==> config.mk <==
export PLATFORM = sky130hd
export DESIGN_NAME = hazard_unit
export DESIGN_NICKNAME = d
export VERILOG_FILES = /design/src/rtl/hazard_unit.sv
export SDC_FILE = /design/constraint.sdc
export NUM_CORES = 1
export LEC_CHECK = 0
export CAP_MARGIN = 20
export CORE_AREA = 2 2 83 85
export DETAILED_ROUTE_END_ITERATION = 8
export DIE_AREA = 0 0 85 87
export PLACE_DENSITY_LB_ADDON = 0.08
export SETUP_SLACK_MARGIN = 0.02
export SYNTH_ARGS = -nofsm -noshare
export SYNTH_HDL_FRONTEND = slang
export SYNTH_SLANG_ARGS = --single-unit
export TNS_END_PERCENT = 5
==> constraint.sdc <==
create_clock -name clk -period 3.9 [get_ports clk]
set_clock_uncertainty 0.05 [all_clocks]
set_input_delay 0.975 -clock clk [delete_from_list [all_inputs] [get_ports clk]]
set_output_delay 0.975 -clock clk [all_outputs]
set_load 0.02 [all_outputs]
==> src/rtl/hazard_unit.sv <==
// -----------------------------------------------------------------------------
// hazard_unit
//   Pipeline stall/flush controller. Covers the hazards that operand forwarding
//   cannot resolve:
//     - load-use: a load in EX feeds an ID source
//     - ID-stage compare/jump: a branch or jr in ID reads a register that is
//       still being produced in EX, or by a load in MEM
//     - MDU: mfhi/mflo in ID while a multi-cycle mult/div is still running
//   It also tracks MDU occupancy and keeps a saturating count of stall cycles.
//
// Ports
//   clk, rst_n            clock (rising edge), asynchronous active-low reset
//   if_id_instruction     instruction in ID (rs=[25:21], rt=[20:16])
//   id_uses_rs/rt         ID instruction reads rs / rt
//   id_is_branch          ID holds beq/bne (compared in ID)
//   id_is_jr              ID holds jr/jalr (target taken from rs in ID)
//   id_is_mfhilo          ID holds mfhi/mflo
//   id_jump_taken         ID resolved a redirect this cycle
//   id_ex_instruction     instruction in EX
//   id_ex_gpr_w_sel       EX destination select (RT/RD/RA, 0 = no write)
//   id_ex_mem_read        EX instruction is a load
//   ex_mem_instruction    instruction in MEM
//   ex_mem_gpr_w_sel      MEM destination select
//   ex_mem_mem_read       MEM instruction is a load
//   md_start              qualified mult/div enters EX this cycle
//   pc_write              1 = PC updates
//   if_id_write           1 = IF_ID latches
//   if_id_flush           1 = IF_ID loaded with nop next edge
//   id_ex_flush           1 = ID_EX loaded with bubble next edge
//   md_busy               MDU result still pending
//   stall_count           saturating count of stalled cycles
// -----------------------------------------------------------------------------
module hazard_unit #(
    parameter int MD_LATENCY = 32,
    parameter int CNT_W      = 32
) (
    input  logic             clk,
    input  logic             rst_n,
    input  logic [31:0]      if_id_instruction,
    input  logic             id_uses_rs,
    input  logic             id_uses_rt,
    input  logic             id_is_branch,
    input  logic             id_is_jr,
    input  logic             id_is_mfhilo,
    input  logic             id_jump_taken,
    input  logic [31:0]      id_ex_instruction,
    input  logic [1:0]       id_ex_gpr_w_sel,
    input  logic             id_ex_mem_read,
    input  logic [31:0]      ex_mem_instruction,
    input  logic [1:0]       ex_mem_gpr_w_sel,
    input  logic             ex_mem_mem_read,
    input  logic             md_start,
    output logic             pc_write,
    output logic             if_id_write,
    output logic             if_id_flush,
    output logic             id_ex_flush,
    output logic             md_busy,
    output logic [CNT_W-1:0] stall_count
);

    localparam int MD_W = $clog2(MD_LATENCY + 1);

    // Destination-select encodings; any other value means no GPR write.
    localparam logic [1:0] GPR_RT = 2'd1;
    localparam logic [1:0] GPR_RD = 2'd2;
    localparam logic [1:0] GPR_RA = 2'd3;

    // Register number written by an instruction; $0 doubles as "no write"
    // because a write to $0 can never create a hazard.
    function automatic logic [4:0] dest_reg(input logic [31:0] instr,
                                            input logic [1:0]  sel);
        case (sel)
            GPR_RT:  dest_reg = instr[20:16];
            GPR_RD:  dest_reg = instr[15:11];
            GPR_RA:  dest_reg = 5'd31;
            default: dest_reg = 5'd0;
        endcase
    endfunction

    logic [4:0]      id_rs;
    logic [4:0]      id_rt;
    logic [4:0]      ex_dest;
    logic [4:0]      mem_dest;
    logic            ex_hits_src;
    logic            mem_hits_src;
    logic            id_compares;
    logic            h_lu;
    logic            h_bex;
    logic            h_blm;
    logic            h_md;
    logic            stall;
    logic [MD_W-1:0] md_cnt;

    assign id_rs    = if_id_instruction[25:21];
    assign id_rt    = if_id_instruction[20:16];
    assign ex_dest  = dest_reg(id_ex_instruction, id_ex_gpr_w_sel);
    assign mem_dest = dest_reg(ex_mem_instruction, ex_mem_gpr_w_sel);

    // A stage "hits" ID when it writes a non-zero register that ID actually reads.
    assign ex_hits_src  = (ex_dest != 5'd0) &&
                          ((id_uses_rs && id_rs == ex_dest) ||
                           (id_uses_rt && id_rt == ex_dest));
    assign mem_hits_src = (mem_dest != 5'd0) &&
                          ((id_uses_rs && id_rs == mem_dest) ||
                           (id_uses_rt && id_rt == mem_dest));

    assign id_compares = id_is_branch || id_is_jr;

    assign h_lu  = id_ex_mem_read && ex_hits_src;
    // Branch/jr compare in ID, so even an ALU result in EX arrives too late.
    assign h_bex = id_compares && ex_hits_src;
    assign h_blm = id_compares && ex_mem_mem_read && mem_hits_src;
    // md_start counts too: the counter only shows busy from the next cycle.
    assign h_md  = id_is_mfhilo && (md_busy || md_start);

    assign stall = h_lu || h_bex || h_blm || h_md;

    // NOTE: every combinational output gets a default first so no path can
    // leave it unassigned and infer a latch.
    always_comb begin
        pc_write    = 1'b1;
        if_id_write = 1'b1;
        id_ex_flush = 1'b0;
        if_id_flush = id_jump_taken;
        if (stall) begin
            // Freeze PC/IF_ID, inject a bubble; a redirect waits until ID
            // is no longer stalled, otherwise the stalled branch would be lost.
            pc_write    = 1'b0;
            if_id_write = 1'b0;
            id_ex_flush = 1'b1;
            if_id_flush = 1'b0;
        end
    end

    // MDU occupancy: a new start always reloads, since EX advances
    // independently of any ID stall.
    // NOTE: state uses non-blocking assignments so every flop samples the
    // pre-edge values, independent of block ordering.
    always_ff @(posedge clk or negedge rst_n) begin
        if (!rst_n) begin
            md_cnt <= '0;
        end else if (md_start) begin
            md_cnt <= MD_W'(MD_LATENCY);
        end else if (md_cnt != '0) begin
            md_cnt <= md_cnt - 1'b1;
        end
    end

    assign md_busy = (md_cnt != '0);

    always_ff @(posedge clk or negedge rst_n) begin
        if (!rst_n) begin
            stall_count <= '0;
        end else if (stall && (stall_count != '1)) begin
            stall_count <= stall_count + 1'b1;
        end
    end

    // Opcode/funct/immediate bits are irrelevant to hazard detection.
    logic unused_bits;
    assign unused_bits = ^{if_id_instruction[31:26], if_id_instruction[15:0],
                           id_ex_instruction[31:26], id_ex_instruction[10:0],
                           ex_mem_instruction[31:26], ex_mem_instruction[10:0]};

endmodule

Word-level counts from Yosys, hierarchy flattened
Index checks and enable logic that the tools add are counted.
- flip-flop bits (word level): 38
- latch bits: 0
- bits in writable memories: 0
- bits in read-only memories: 0
- bits of input ports: 111
- output and inout bits: 37
- word-level logic and storage cells: 45
- memories kept: 0
- add/subtract/negate cells: 2
- multipliers: 0
- div/mod/pow operators: 0
- order comparisons: 0
- equality and inequality tests: 11
- shifts and indexed selects: 0
- multiplexer cells: 7
- bitwise operators: 0
- reduce and logical (&&, ||, !) cells: 23
- operator list (kind ; count):
    $add 32x1->32 const B ; 1
    $ne 32x32->1 const B ; 1
    $pmux 5 s3 ; 2
    $eq 5x5->1 ; 4
    $logic_and 1x1->1 ; 12
    $mux 6 ; 2
    $reduce_bool 5->1 ; 2
    $eq 2x2->1 const B ; 4
    $logic_or 1x1->1 ; 7
    $reduce_bool 6->1 ; 1
    $sub 6x1->6 const B ; 1
    $eq 2x1->1 const B ; 2
    $mux 1 ; 3
    $reduce_bool 2->1 ; 1

Longest topological paths before layout
- word-level depth: 11
- depth in mapped cells: 11
- mapped depth without buffers: 9

Worst setup path before layout
No wires, ideal clock.
- path type: input-to-output
- from: input ex_mem_gpr_w_sel[1]
- to: output if_id_flush
- arrival: 2750 ps
- data required time: 2875 ps
- slack: 125 ps
- stages: 9
- buffers on the path: 1
- cells stage by stage: buf_2 a21oi_1 o32ai_1 and4b_1 a22oi_1 nand2b_1 nand2_1 a21oi_1 and2_1
- longest elaborated chain between the ends: 10
- elaborated cells between the ends (all ways): 15
- classes of those cells: 5 x eq/ne; 2 x mux; 8 x reduce/logical
- ends and longest elaborated chain (what ; line ; text):
    start: declaration ; 50 ; input logic [1:0] ex_mem_gpr_w_sel,
    $eq 2x2->1 or $eq 2x1->1 (tied branches) ; 72 ; case (sel)
    $pmux 5 s3 * ; 72 ;
    $eq 5x5->1, on equally long branches ; 104, 105 ;
    $logic_and 1x1->1, on equally long branches ; 104, 105 ;
    $logic_or 1x1->1 ; 104 ; ((id_uses_rs && id_rs == mem_dest) ||
    $logic_and 1x1->1 * ; 103 ; assign mem_hits_src = (mem_dest != 5'd0) &&
    $logic_and 1x1->1 * ; 112 ; assign h_blm = id_compares && ex_mem_mem_read && mem_hits_src;
    $logic_or 1x1->1 * (2 in a row) ; 116 ; assign stall = h_lu || h_bex || h_blm || h_md;
    $mux 1 * ; 125 ; if (stall) begin
    end: declaration ; 55 ; output logic if_id_flush,
Mark *: on every way between the ends. The rest lies on a longest branch, timed or not.

Worst setup path in the final report
- from: input if_id_instruction[24]
- to: output if_id_flush
- longest elaborated chain between the ends: 9
- elaborated cells between the ends (all ways): 15
- classes of those cells: 2 x eq/ne; 1 x mux; 12 x reduce/logical
- ends and longest elaborated chain (what ; line ; text):
    start: declaration ; 39 ; input logic [31:0] if_id_instruction,
    $eq 5x5->1 ; 101 ; ((id_uses_rs && id_rs == ex_dest) ||
    $logic_and 1x1->1 ; 101 ;
    $logic_or 1x1->1 ; 101 ;
    $logic_and 1x1->1 ; 100 ; assign ex_hits_src = (ex_dest != 5'd0) &&
    $logic_and 1x1->1, on equally long branches ; 109, 111 ;
    $logic_or 1x1->1 ; 116 ;
    $logic_or 1x1->1 * (2 in a row) ; 116 ;
    $mux 1 * ; 125 ;
Marks and branches as above.

==> impl_metrics.csv <==
group,metric,value,unit
sta,slew_headroom,0.421,
cells_and_area,drive_gt1_frac,0.238,
place,port_buffers,81,
global_route,grt_pass1_vias,2618,
floorplan,die_h,87,um
sta,fin_crit_sh,0.981,
synthesis,synthFlopType,"dfrtp_1",
clocking,cts_max_level,2,
clocking,cts-buffers-inserted,5,
synthesis,synth_edf_count,0,
sta,final-hold-violation-count,0,
clocking,cts-root-buf,"clkbuf_8",
sta,finalSetupTns,0,ns
floorplan,core,6570,um2
setup_path,reg2reg_depth,9,
floorplan,num_io_pins,148,
global_route,track_usage,0.206,
clocking,cts_sinks,38,
floorplan,dieArea,7400,um2
cells_and_area,antennaDiodeCount,0,
sta,finalCriticalPeriod,3.82,ns
place,place_area,3750,um2
sta,setup_violations,0,
setup_path,worstReg2RegStart,"stall_count[0]",
synthesis,yosys_warnings,0,
place,gp_congestion,0.904,
route,drt_iter0_drc,88,
setup_path,cp-end-kind,"output pin",
synthesis,async_reset_ff_frac,1.00,
setup_path,crit_end,"if_id_flush",
pwr,peakVddDrop,0.234,mV
setup_path,cp.arrival,2.80,ns
route,drc,0,
run,max_cap_viol_count,0,
setup_path,critPathLaunch,"if_id_instruction[24]",
clocking,clock_latency,0.28,ns
global_route,grt_max_degree,39,
synthesis,syn_nets,418,
cells_and_area,fin_nets,541,
clocking,clk_pin_slew,0.07,ns
route,postRouteAntennaNets,0,
setup_path,r2r_end,"stall_count[1]",
synthesis,syn_area_per_cell,8.64,um2
place,pre_cts_slack,-0.780,ns
route,routed_wl,7.75,mm
route,drtPass1Iterations,4,
global_route,globalRouteOverflowTotal,0,
floorplan,row_count,30,
worst_hold_path,hold_class,"register to register",
clocking,cts_tree,"done",
synthesis,synth.distinct_cells,56,
pwr,p_leak,1.94,nW
cells_and_area,final_util,0.624,
outcome,status,"finished clean",
pwr,p_seq_frac,0.395,
pwr,pwr-share-clk,0.171,
global_route,antenna_found_initial,0,
sta,rsz0062_at_grt,"yes",
clocking,cts_buffer_depth,2,
route,vias,2736,
cells_and_area,final_area,4100,um2
route,wire_per_inst,15.3,um
synthesis,ys_ff_latch,38,
pwr,p_comb_frac,0.435,
setup_path,cp_max_fo,4,
sta,hold_slack,0.447,ns
synthesis,synth-seq-area-share,0.361,
sta,max_freq,0.261,GHz
setup_path,cp-start-kind,"input port",
worst_hold_path,worstHoldPathCells,1,
cells_and_area,syn_to_final_growth,55.6,%
sta,setup_ws,0.0752,ns
setup_path,crit_type,"input port to output pin",
synthesis,netlist_instances,305,
place,dp_hpwl,5.58,mm
route,via_per_inst,5.39,
synthesis,syn-cell-area,2630,um2
pwr,power_per_cell_area,360,nW/um2
global_route,grt_pass1_wl,12.5,mm
floorplan,start_util,0.401,
clocking,holdBufCountCts,0,
pwr,switching_share,0.379,
pwr,netSwitchingPower,0.559,mW
floorplan,die_w,85,um
pwr,intPower,0.915,mW
setup_path,critical_path_required,2.87,ns
sta,drv_slew,0,
setup_path,r2r_slack,0.97,ns
sta,tightest_slew,0.869,ns
critical path: stages:
cell             delay (ns)
clkdlybuf4s50_1        0.46
o32ai_2                0.24
and4b_1                0.24
a22oi_2                0.16
nand2b_4               0.15
nand2_1                0.06
a21oi_2                0.13
buf_4                  0.14
and2_4                 0.13
buf_6                  0.11
layer usage:
metal,share of wire,vias up,global-route usage
met1,0.47,1313,0.296
li1,-,1335,-
met4,0.0046,0,0.0303
met5,0,-,0
met2,0.47,80,0.335
met3,0.051,8,0.0341
cell families (layout without fill, tap and decap cells):
family / Yosys count / in the layout / share of synthesized area
mux: 5 / 5 / 0.0195
flops: 38 / 38 / 0.361
buf+inv: 26 / 149 / 0.0480
compound gates: 63 / 63 / 0.167
xor+xnor: 36 / 36 / 0.120
simple gates: 135 / 135 / 0.276
fa+ha+maj: 2 / 2 / 0.00950
cells in the mapped netlist, drive strengths merged, types with 2 or more instances:
cell,n,area [um2]
clkbuf,4,16.3
xor2,24,210
o21ai,15,75.1
nand3,17,90.1
ha,2,25.0
o221a,2,22.5
o2111a,2,22.5
a21o,3,22.5
or3,3,18.8
nor3,17,85.1
or4,4,30.0
o31ai,3,22.5
o21bai,3,22.5
nand4,10,62.6
a211oi,5,42.5
o211a,2,20.0
nand2b,10,62.6
dfrtp,38,951
nand2,24,90.1
nor4,7,75.1
nor2b,4,25.0
and3,3,18.8
buf,9,61.3
a22oi,3,22.5
nor2,30,118
xnor2,12,105
mux2i,4,40.0
a21oi,13,65.1
inv,13,48.8
layout by cell type, fill, tap and decap left out, types with 5 or more instances in the layout:
master,synthesis,final
dlygate4sd2_1,0,6
inv_1,13,13
buf_2,4,7
nand3_1,16,16
nor3_1,17,14
nand2_1,24,22
buf_4,4,42
dfrtp_1,38,38
xnor2_1,12,12
o21ai_0,10,7
nand4_1,10,10
a21oi_1,13,8
clkdlybuf4s50_1,0,51
xor2_1,24,24
nand2b_1,10,9
nor2_1,28,27
clkbuf_8,0,5
dlymetal6s2s_1,0,17
timing repair:
item / 4_1_cts / 5_1_grt
cloned: 0 / 2
buffers inserted: 8 / 1
pin swaps: 7 / 13
resized for setup: 42 / 45
setup endpoints to repair: 4 / 34
layout make-up:
type | count | area [um2]
clock buffers | 5 | 68.8
clock inverters | 2 | 10.0
fillers | 569 | 2470
inverters | 13 | 48.8
multi-input cells | 241 | 1720
flip-flops and latches | 38 | 951
well taps | 80 | 100
repair buffers | 129 | 1200
state kept, by name (all words and copies together) (netlist names):
register / count
stall_count: 32
md_cnt: 6
metrics by stage:
step                      power (mW)  instances
final                           1.47        508
after global routing            1.57        508
after CTS                       1.47        505
after detailed placement        1.21        490
after global placement          1.20        490
after floorplan                0.907        305
power groups by stage:
stage               clock network, mW  logic, mW  registers (mW)
CTS                             0.260      0.627           0.583
global route                    0.273      0.701           0.599
global placement                    0      0.609           0.586
detailed placement                  0      0.619           0.589
finish                          0.252      0.641           0.582
floorplan                           0      0.263           0.644
worst min path at each step:
stage	startpoint	to	slack (ns)
final	stall_count[14]	stall_count[14]	0.45
after global routing	stall_count[27]	stall_count[27]	0.47
after CTS	stall_count[14]	stall_count[14]	0.45
after detailed placement	stall_count[14]	stall_count[14]	0.43
after global placement	stall_count[14]	stall_count[14]	0.44
after floorplan	md_cnt[5]	md_cnt[5]	0.45
(Power assumes the default switching activity.)
